$ cat src/rtl/fifo_tx_drain.sv
// Burst read sequencer: pops bytes from the receive FIFO and feeds them to the UART
// transmitter one at a time, stopping on count, FIFO empty, abort or transmit timeout.
module fifo_tx_drain #(
  parameter int unsigned GAP_CYCLES = 0,
  parameter int unsigned TX_TIMEOUT = 200000,
  parameter int unsigned CNT_W      = 8
) (
  input  logic             clk_in,
  input  logic             reset,
  input  logic             start,
  input  logic [CNT_W-1:0] count,
  input  logic             abort,
  input  logic             fifo_empty,
  input  logic [7:0]       fifo_dout,
  output logic             fifo_ren,
  output logic             tx_dv,
  output logic [7:0]       tx_byte,
  input  logic             tx_done,
  output logic             busy,
  output logic             done,
  output logic             timeout_err,
  output logic [CNT_W-1:0] sent_count
);

  localparam int unsigned TmoW = $clog2(TX_TIMEOUT + 1);
  localparam logic [TmoW-1:0] TmoLast = TmoW'(TX_TIMEOUT - 1);
  // Only compared while in StGap, which is unreachable when GAP_CYCLES is 0.
  localparam logic [7:0] GapLast = 8'(GAP_CYCLES - 1);

  typedef enum logic [2:0] {
    StIdle, StCheck, StFetch, StLoad, StWaitTx, StGap, StFinish
  } state_e;

  state_e           state_q, state_d;
  logic [CNT_W-1:0] target_q, target_d;
  logic [CNT_W-1:0] sent_q, sent_d;
  logic [TmoW-1:0]  tmo_q, tmo_d;
  logic [7:0]       gap_q, gap_d;
  logic [7:0]       byte_q, byte_d;
  logic             terr_q, terr_d;

  always_ff @(posedge clk_in or posedge reset) begin
    if (reset) begin
      state_q  <= StIdle;
      target_q <= '0;
      sent_q   <= '0;
      tmo_q    <= '0;
      gap_q    <= '0;
      byte_q   <= 8'h00;
      terr_q   <= 1'b0;
    end else begin
      state_q  <= state_d;
      target_q <= target_d;
      sent_q   <= sent_d;
      tmo_q    <= tmo_d;
      gap_q    <= gap_d;
      byte_q   <= byte_d;
      terr_q   <= terr_d;
    end
  end

  always_comb begin
    state_d  = state_q;
    target_d = target_q;
    sent_d   = sent_q;
    tmo_d    = tmo_q;
    gap_d    = gap_q;
    byte_d   = byte_q;
    terr_d   = terr_q;
    fifo_ren = 1'b0;
    tx_dv    = 1'b0;
    done     = 1'b0;
    unique case (state_q)
      StIdle: begin
        if (start) begin
          target_d = count;
          sent_d   = '0;
          terr_d   = 1'b0;
          state_d  = StCheck;
        end
      end
      StCheck: begin
        if (abort || fifo_empty || ((target_q != '0) && (sent_q == target_q))) begin
          state_d = StFinish;
        end else begin
          fifo_ren = 1'b1;
          state_d  = StFetch;
        end
      end
      StFetch: begin
        byte_d  = fifo_dout;
        state_d = StLoad;
      end
      StLoad: begin
        tx_dv   = 1'b1;
        tmo_d   = '0;
        state_d = StWaitTx;
      end
      StWaitTx: begin
        // abort is deliberately not looked at: a loaded byte always finishes.
        if (tx_done) begin
          sent_d  = sent_q + CNT_W'(1);
          gap_d   = 8'h00;
          state_d = (GAP_CYCLES > 0) ? StGap : StCheck;
        end else if (tmo_q == TmoLast) begin
          terr_d  = 1'b1;
          state_d = StFinish;
        end else begin
          tmo_d = tmo_q + TmoW'(1);
        end
      end
      StGap: begin
        if (abort) begin
          state_d = StFinish;
        end else if (gap_q == GapLast) begin
          state_d = StCheck;
        end else begin
          gap_d = gap_q + 8'h01;
        end
      end
      StFinish: begin
        done    = 1'b1;
        state_d = StIdle;
      end
      default: state_d = StIdle;
    endcase
  end

  assign busy        = (state_q != StIdle);
  assign tx_byte     = byte_q;
  assign timeout_err = terr_q;
  assign sent_count  = sent_q;

endmodule

$ cat config.mk
export PLATFORM = sky130hd
export DESIGN_NAME = fifo_tx_drain
export DESIGN_NICKNAME = d
export VERILOG_FILES = /design/src/rtl/fifo_tx_drain.sv
export SDC_FILE = /design/constraint.sdc
export NUM_CORES = 1
export LEC_CHECK = 0
export BUFFER_PORTS_ARGS = -buffer_cell sky130_fd_sc_hd__buf_2
export CORE_MARGIN = 5
export CORE_UTILIZATION = 40
export CTS_BUF_LIST = sky130_fd_sc_hd__clkbuf_4 sky130_fd_sc_hd__clkbuf_8 sky130_fd_sc_hd__clkbuf_16
export CTS_CLUSTER_DIAMETER = 40
export DETAILED_ROUTE_END_ITERATION = 12
export HOLD_SLACK_MARGIN = 0.06
export SLEW_MARGIN = 0
export SYNTH_ARGS = -nofsm -noshare
export SYNTH_HDL_FRONTEND = slang
export SYNTH_SLANG_ARGS = --single-unit
$ cat constraint.sdc
create_clock -name clk_in -period 1.7 [get_ports clk_in]
set_input_delay 0.34 -clock clk_in [delete_from_list [all_inputs] [get_ports clk_in]]
set_output_delay 0.34 -clock clk_in [all_outputs]
set_load 0.01 [all_outputs]
== Word level (Yosys, flattened, before mapping) ==
Cells that the tools add are included.

* Reduce and logical (&&, ||, !) cells: 15
* $add $sub $neg: 3
* Eq/ne operators: 18
* Mux-type cells: 25

{| class="wikitable"
|+ Operators by type and width
! kind !! count
|-
| two-way mux 8 bit || 5
|-
| two-way mux 18 bit || 2
|-
| one-hot mux 18 bit (2 select lines) || 1
|-
| one-hot mux 8 bit (2 select lines) || 2
|-
| adder 18 x 1 -> 18 bit (second input constant) || 1
|-
| == test 18 bit (second input constant) || 1
|-
| two-way mux 3 bit || 6
|-
| one-hot mux 3 bit (6 select lines) || 1
|-
| adder 8 x 1 -> 8 bit (second input constant) || 2
|-
| != test 2 bit (second input constant) || 7
|-
| == test 3 bit (second input constant) || 3
|-
| AND reduction 3 bit || 3
|-
| == test 8 bit || 1
|-
| == test 8 bit (second input constant) || 1
|-
| AND reduction 4 bit || 2
|-
| nonzero test 8 bit || 1
|-
| two-way mux 1 bit || 7
|-
| == test 3 x 2 -> 1 bit (second input constant) || 2
|-
| != test 3 bit (second input constant) || 2
|-
| nonzero test 2 bit || 3
|-
| == test 3 x 1 -> 1 bit (second input constant) || 1
|-
| zero test 3 bit || 1
|-
| nonzero test 3 bit || 1
|-
| logical OR 1 bit || 2
|-
| 3 further kinds || 3
|}

* Input bits: 22
* Output and inout bits: 21
* Bits in registers: 54

== Depth between registers and ports, before layout ==
* Word-level depth: 5
* Gate-level depth with buffers: 7
* Mapped depth without buffers: 6

== Least setup slack after synthesis ==
Ideal clock, no wire load.

* Kind: reg-to-reg
* Start point: reg tmo_q[0]
* End point: reg tmo_q[5]
* Period minus slack after synthesis: 1694 ps
* Arrival time: 1573 ps
* Setup time: 121 ps
* Required time: 1579 ps
* Path slack: 6 ps
* Buffers on the path: 1
* Cell stages (with the launch flop): 8
* Cell sequence: dfrtp_1 ha_1 nand3_2 or3_1 o21bai_2 buf_4 nor3_1 o22a_1

* Word-level cells in the longest chain between the ends: 4
* Elaborated cells between the ends (all ways): 7
* Classes of those cells: add/sub: 1; eq/ne: 2; mux: 3; reduce/logical: 1

{| class="wikitable"
|+ RTL lines
! item !! RTL line !! source
|-
| start: declaration || 37 || <nowiki>logic [TmoW-1:0] tmo_q, tmo_d;</nowiki>
|-
| start signal: assignment || 55 || <nowiki>tmo_q <= tmo_d;</nowiki>
|-
| adder 18 x 1 -> 18 bit || 109 || <nowiki>tmo_d = tmo_q + TmoW'(1);</nowiki>
|-
| two-way mux 18 bit || 105 || <nowiki>end else if (tmo_q == TmoLast) begin</nowiki>
|-
| two-way mux 18 bit || 101 || <nowiki>if (tx_done) begin</nowiki>
|-
| one-hot mux 18 bit (2 select lines) || 73 || <nowiki>unique case (state_q)</nowiki>
|}

Several ways; a longest one is shown, not always the timed one. The select of a mux whose other input is x is not followed.
A chain may end at the register's enable or synchronous reset.

== Final worst setup path ==
* Start point: reg target_q[0]
* End point: out fifo_ren

* Word-level cells in the longest chain between the ends: 5
* Elaborated cells between the ends (all ways): 6
* Classes of those cells: eq/ne: 1; mux: 2; reduce/logical: 3

{| class="wikitable"
|+ RTL lines
! item !! RTL line !! source
|-
| start: declaration || 35 || <nowiki>logic [CNT_W-1:0] target_q, target_d;</nowiki>
|-
| start signal: assignment || 53 || <nowiki>target_q <= target_d;</nowiki>
|-
| == test 8 bit or nonzero test 8 bit (tied branches) || 83 || <nowiki>if (abort || fifo_empty || ((target_q != '0) && (sent_q == target_q))) begin</nowiki>
|-
| logical AND 1 bit * || 83 ||
|-
| logical OR 1 bit * || 83 ||
|-
| two-way mux 1 bit * || 83 ||
|-
| two-way mux 1 bit * || 73 ||
|-
| end: declaration || 15 || <nowiki>output logic fifo_ren,</nowiki>
|}

Every way passes the cells marked *; elsewhere a longest branch is shown, timed or not.

==> run summary <==
Status: finished, violations left
Violated checks: setup timing
Top cells by count, synth: dfrtp_1 (54), nor2_1 (22), nand2_1 (20)
Crit path launch type: flip-flop
Final setup fails: 26
Placed Area: 3530 um2
Fin crit period: 1920 ps
Worst path slowest cell: dfrtp_1
Area share of the largest cell type after synthesis: 47.2%
Initial DRC count: 115
Max Freq: 0.520 GHz
Post-synthesis sequential area ratio: 47.2%
Drt total wl: 7580 um
Slew Limit Headroom: 70.5%
Tot GR Track Use: 16.2%
CP bufs+invs: 1
First-pass GRT wire length: 11700 um
Sequential Area: 1350 um2
Setup slack, reg-to-reg: -140 ps
RSZ-0062 raised after global routing: true
Max incr delay on CP: 430 ps
Synth area leader: dfrtp_1
Max-slew violation count: 0
Post-Syn Area per Cell: 10.3 um2
Leak: 0.00195 uW
VDD IR max: 0.758 mV
Hold depth: 2
Fin area: 4220 um2
Fill count: 556
Cell area after synthesis: 2860 um2
Power per standard cell area: 1310 nW/um2
Synthesized Nets: 304
Worst Path Required: 1360 ps
Initial antenna violation count: 0
Fin worst setup slack: -223 ps
Post-synth EDFFs: 0
Hold Violations, Final: 0
Share of post-route cells with drive strength above 1: 50.6%
DR WL/cell: 15.5 um
CTS HTree Levels: 2
Mapped Cells: 279
Final #Nets: 417
Crit path depth: 4
Final GP Congestion: 0.836
Clock Latency Late Sink: 310 ps
Diodes inserted: 0
Width of the die: 94.6 um
Largest net degree at the start of global routing: 37
Crit-path cells: nor4_2 -> a211oi_2 -> nor4b_2 -> buf_2
Io pins: 43
Top delay family on crit path: simple AND/OR/NAND/NOR gates
CTS Root Cell: clkbuf_8
Area taken by multi-input logic gates: 1770 um2
Routed vias: 2605
Vias in the first global route: 2457
Worst setup skew after layout: 12.0 ps
Crit path max fanout: 3
Max Cap Viol: 0
Die ar.: 8950 um2
Netlist cell types: 56
Period utilization: 113%
Worst Path Arrival: 1580 ps
I/O Buffers: 42
Final antenna-violating net count: 0
Residual DRC: 0
Max clock buf depth: 2
Num CTS Buffers: 5
Synth async-reset ratio: 100%
Tot Pwr: 5530 uW
Row count: 30
Area growth syn-to-layout: 47.5%
DR vias/cell: 5.33
HPWL after detailed placement: 4850 um
Core area: 6870 um2
Synth area leaders: dfrtp_1 (47%), mux2_2 (7.1%), xnor2_1 (4.6%), nor2_1 (2.9%), nand2_1 (2.6%)
Yosys warns: 0
Endpoint type of the worst setup path: output pin
HP Class: in -> reg
CTS tree: yes
Crit path kind: reg -> out
Primary FF master, synth: dfrtp_1
Worst Reg-to-Reg Cells: 6
Gr ovfl total: 0
Die Height: 94.6 um
Worst Tran Pin Value: 442 ps
Initial Utilization: 41.7%
Yosys reg bits: 54
Pre-antenna DRT Iters: 6
Clock slew at reported path FFs: 100 ps
Cell with the most instances after synthesis: dfrtp_1
Clk sink count: 54
Final TNS setup: -1220 ps
worst reg2reg max path, delay by kind of cell, from the launching register on:
family	cells	cell delay [ps]
buffers and inverters	1	130
AND/OR/NAND/NOR	3	990
AO/OA/AOI/OAI	2	240
flip-flops	1	410
what timing repair did:
item	CTS	global route
gates resized for setup	30	68
hold buffers	1	0
endpoints found under the setup margin	30	45
pin swaps	9	39
buffers inserted	4	22
hold endpoints to repair	18	0
cloned	1	1
per-stage QoR:
| step | std cells | utilization (%) | setup WS [ps] | hold slack (ps) |
|---|---|---|---|---|
| 3_5_place_dp | 455 | 51.4 | -94.1 | 370 |
| 6_report | 489 | 61.5 | -223 | 258 |
| 5_1_grt | 489 | 61.5 | -357 | 245 |
| 4_1_cts | 469 | 55.6 | -272 | 250 |
| 2_1_floorplan | 279 | - | 5.61 | 492 |
| 3_3_place_gp | 455 | 51.4 | -49.9 | 364 |
cell usage in the layout, fill, tap and decap left out, types with 7 or more instances in the layout:
cell type / instances
nand2_1: 17
dfrtp_1: 53
buf_2: 40
a21oi_1: 7
buf_4: 58
mux2_2: 8
xnor2_1: 14
mux2_4: 10
nand3_1: 10
o21ai_0: 8
nor3_1: 10
buf_6: 16
nand4_1: 8
nor2_1: 18
power by group:
part / internal (uW) / total, uW / switching [uW]
logic: 1560 / 2840 / 1280
registers: 1630 / 1940 / 308
clock network: 291 / 745 / 454
total: 3480 / 5530 / 2040
per-layer routing:
metal | wire length [um] | global-route usage [%]
met5 | 0 | 0
met4 | 111 | 3.49
met3 | 276 | 3.11
met1 | 3500 | 22.3
met2 | 3690 | 26.4
registers in the layout, indices dropped and copies added (netlist names):
signal	flops
target_q	8
sent_count	8
gap_q	8
state_q	3
timeout_err	1
tmo_q	18
tx_byte	8
kinds of logic (layout without fill, tap and decap cells):
| group | after synthesis | after routing | synth area share (%) |
|---|---|---|---|
| AND/OR/NAND/NOR | 119 | 120 | 24.2 |
| XOR/XNOR | 18 | 18 | 5.51 |
| AO/OA/AOI/OAI | 48 | 48 | 11.7 |
| adder cells (fa/ha/maj) | 3 | 3 | 1.31 |
| buffers and inverters | 19 | 132 | 3.02 |
| flip-flops | 54 | 54 | 47.2 |
| multiplexers | 18 | 18 | 7.08 |
path summary, 6_finish.rpt:
| check | start | to |
|---|---|---|
| worst min register to register | tx_byte[6]$_DFFE_PP0P_ | tx_byte[6]$_DFFE_PP0P_ |
| worst min-delay path | fifo_dout[3] | tx_byte[3]$_DFFE_PP0P_ |
| worst max-delay path | target_q[0]$_DFFE_PP0P_ | fifo_ren |
| max in group asynchronous | reset | target_q[4]$_DFFE_PP0P_ |
| min in group asynchronous | reset | tx_byte[2]$_DFFE_PP0P_ |
| worst max register to register | state_q[1]$_DFFE_PP0P_ | sent_count[7]$_DFFE_PP0P_ |
layout make-up:
cell class	instances	share of cell area [%]
Clock buffer	5	1.63
Clock inverter	3	0.504
Inverter	7	0.622
Multi-Input combinational cell	207	42.0
Sequential cell	54	32.0
Tap cell	96	2.84
Timing Repair Buffer	117	20.4
(Power assumes the default switching activity.)
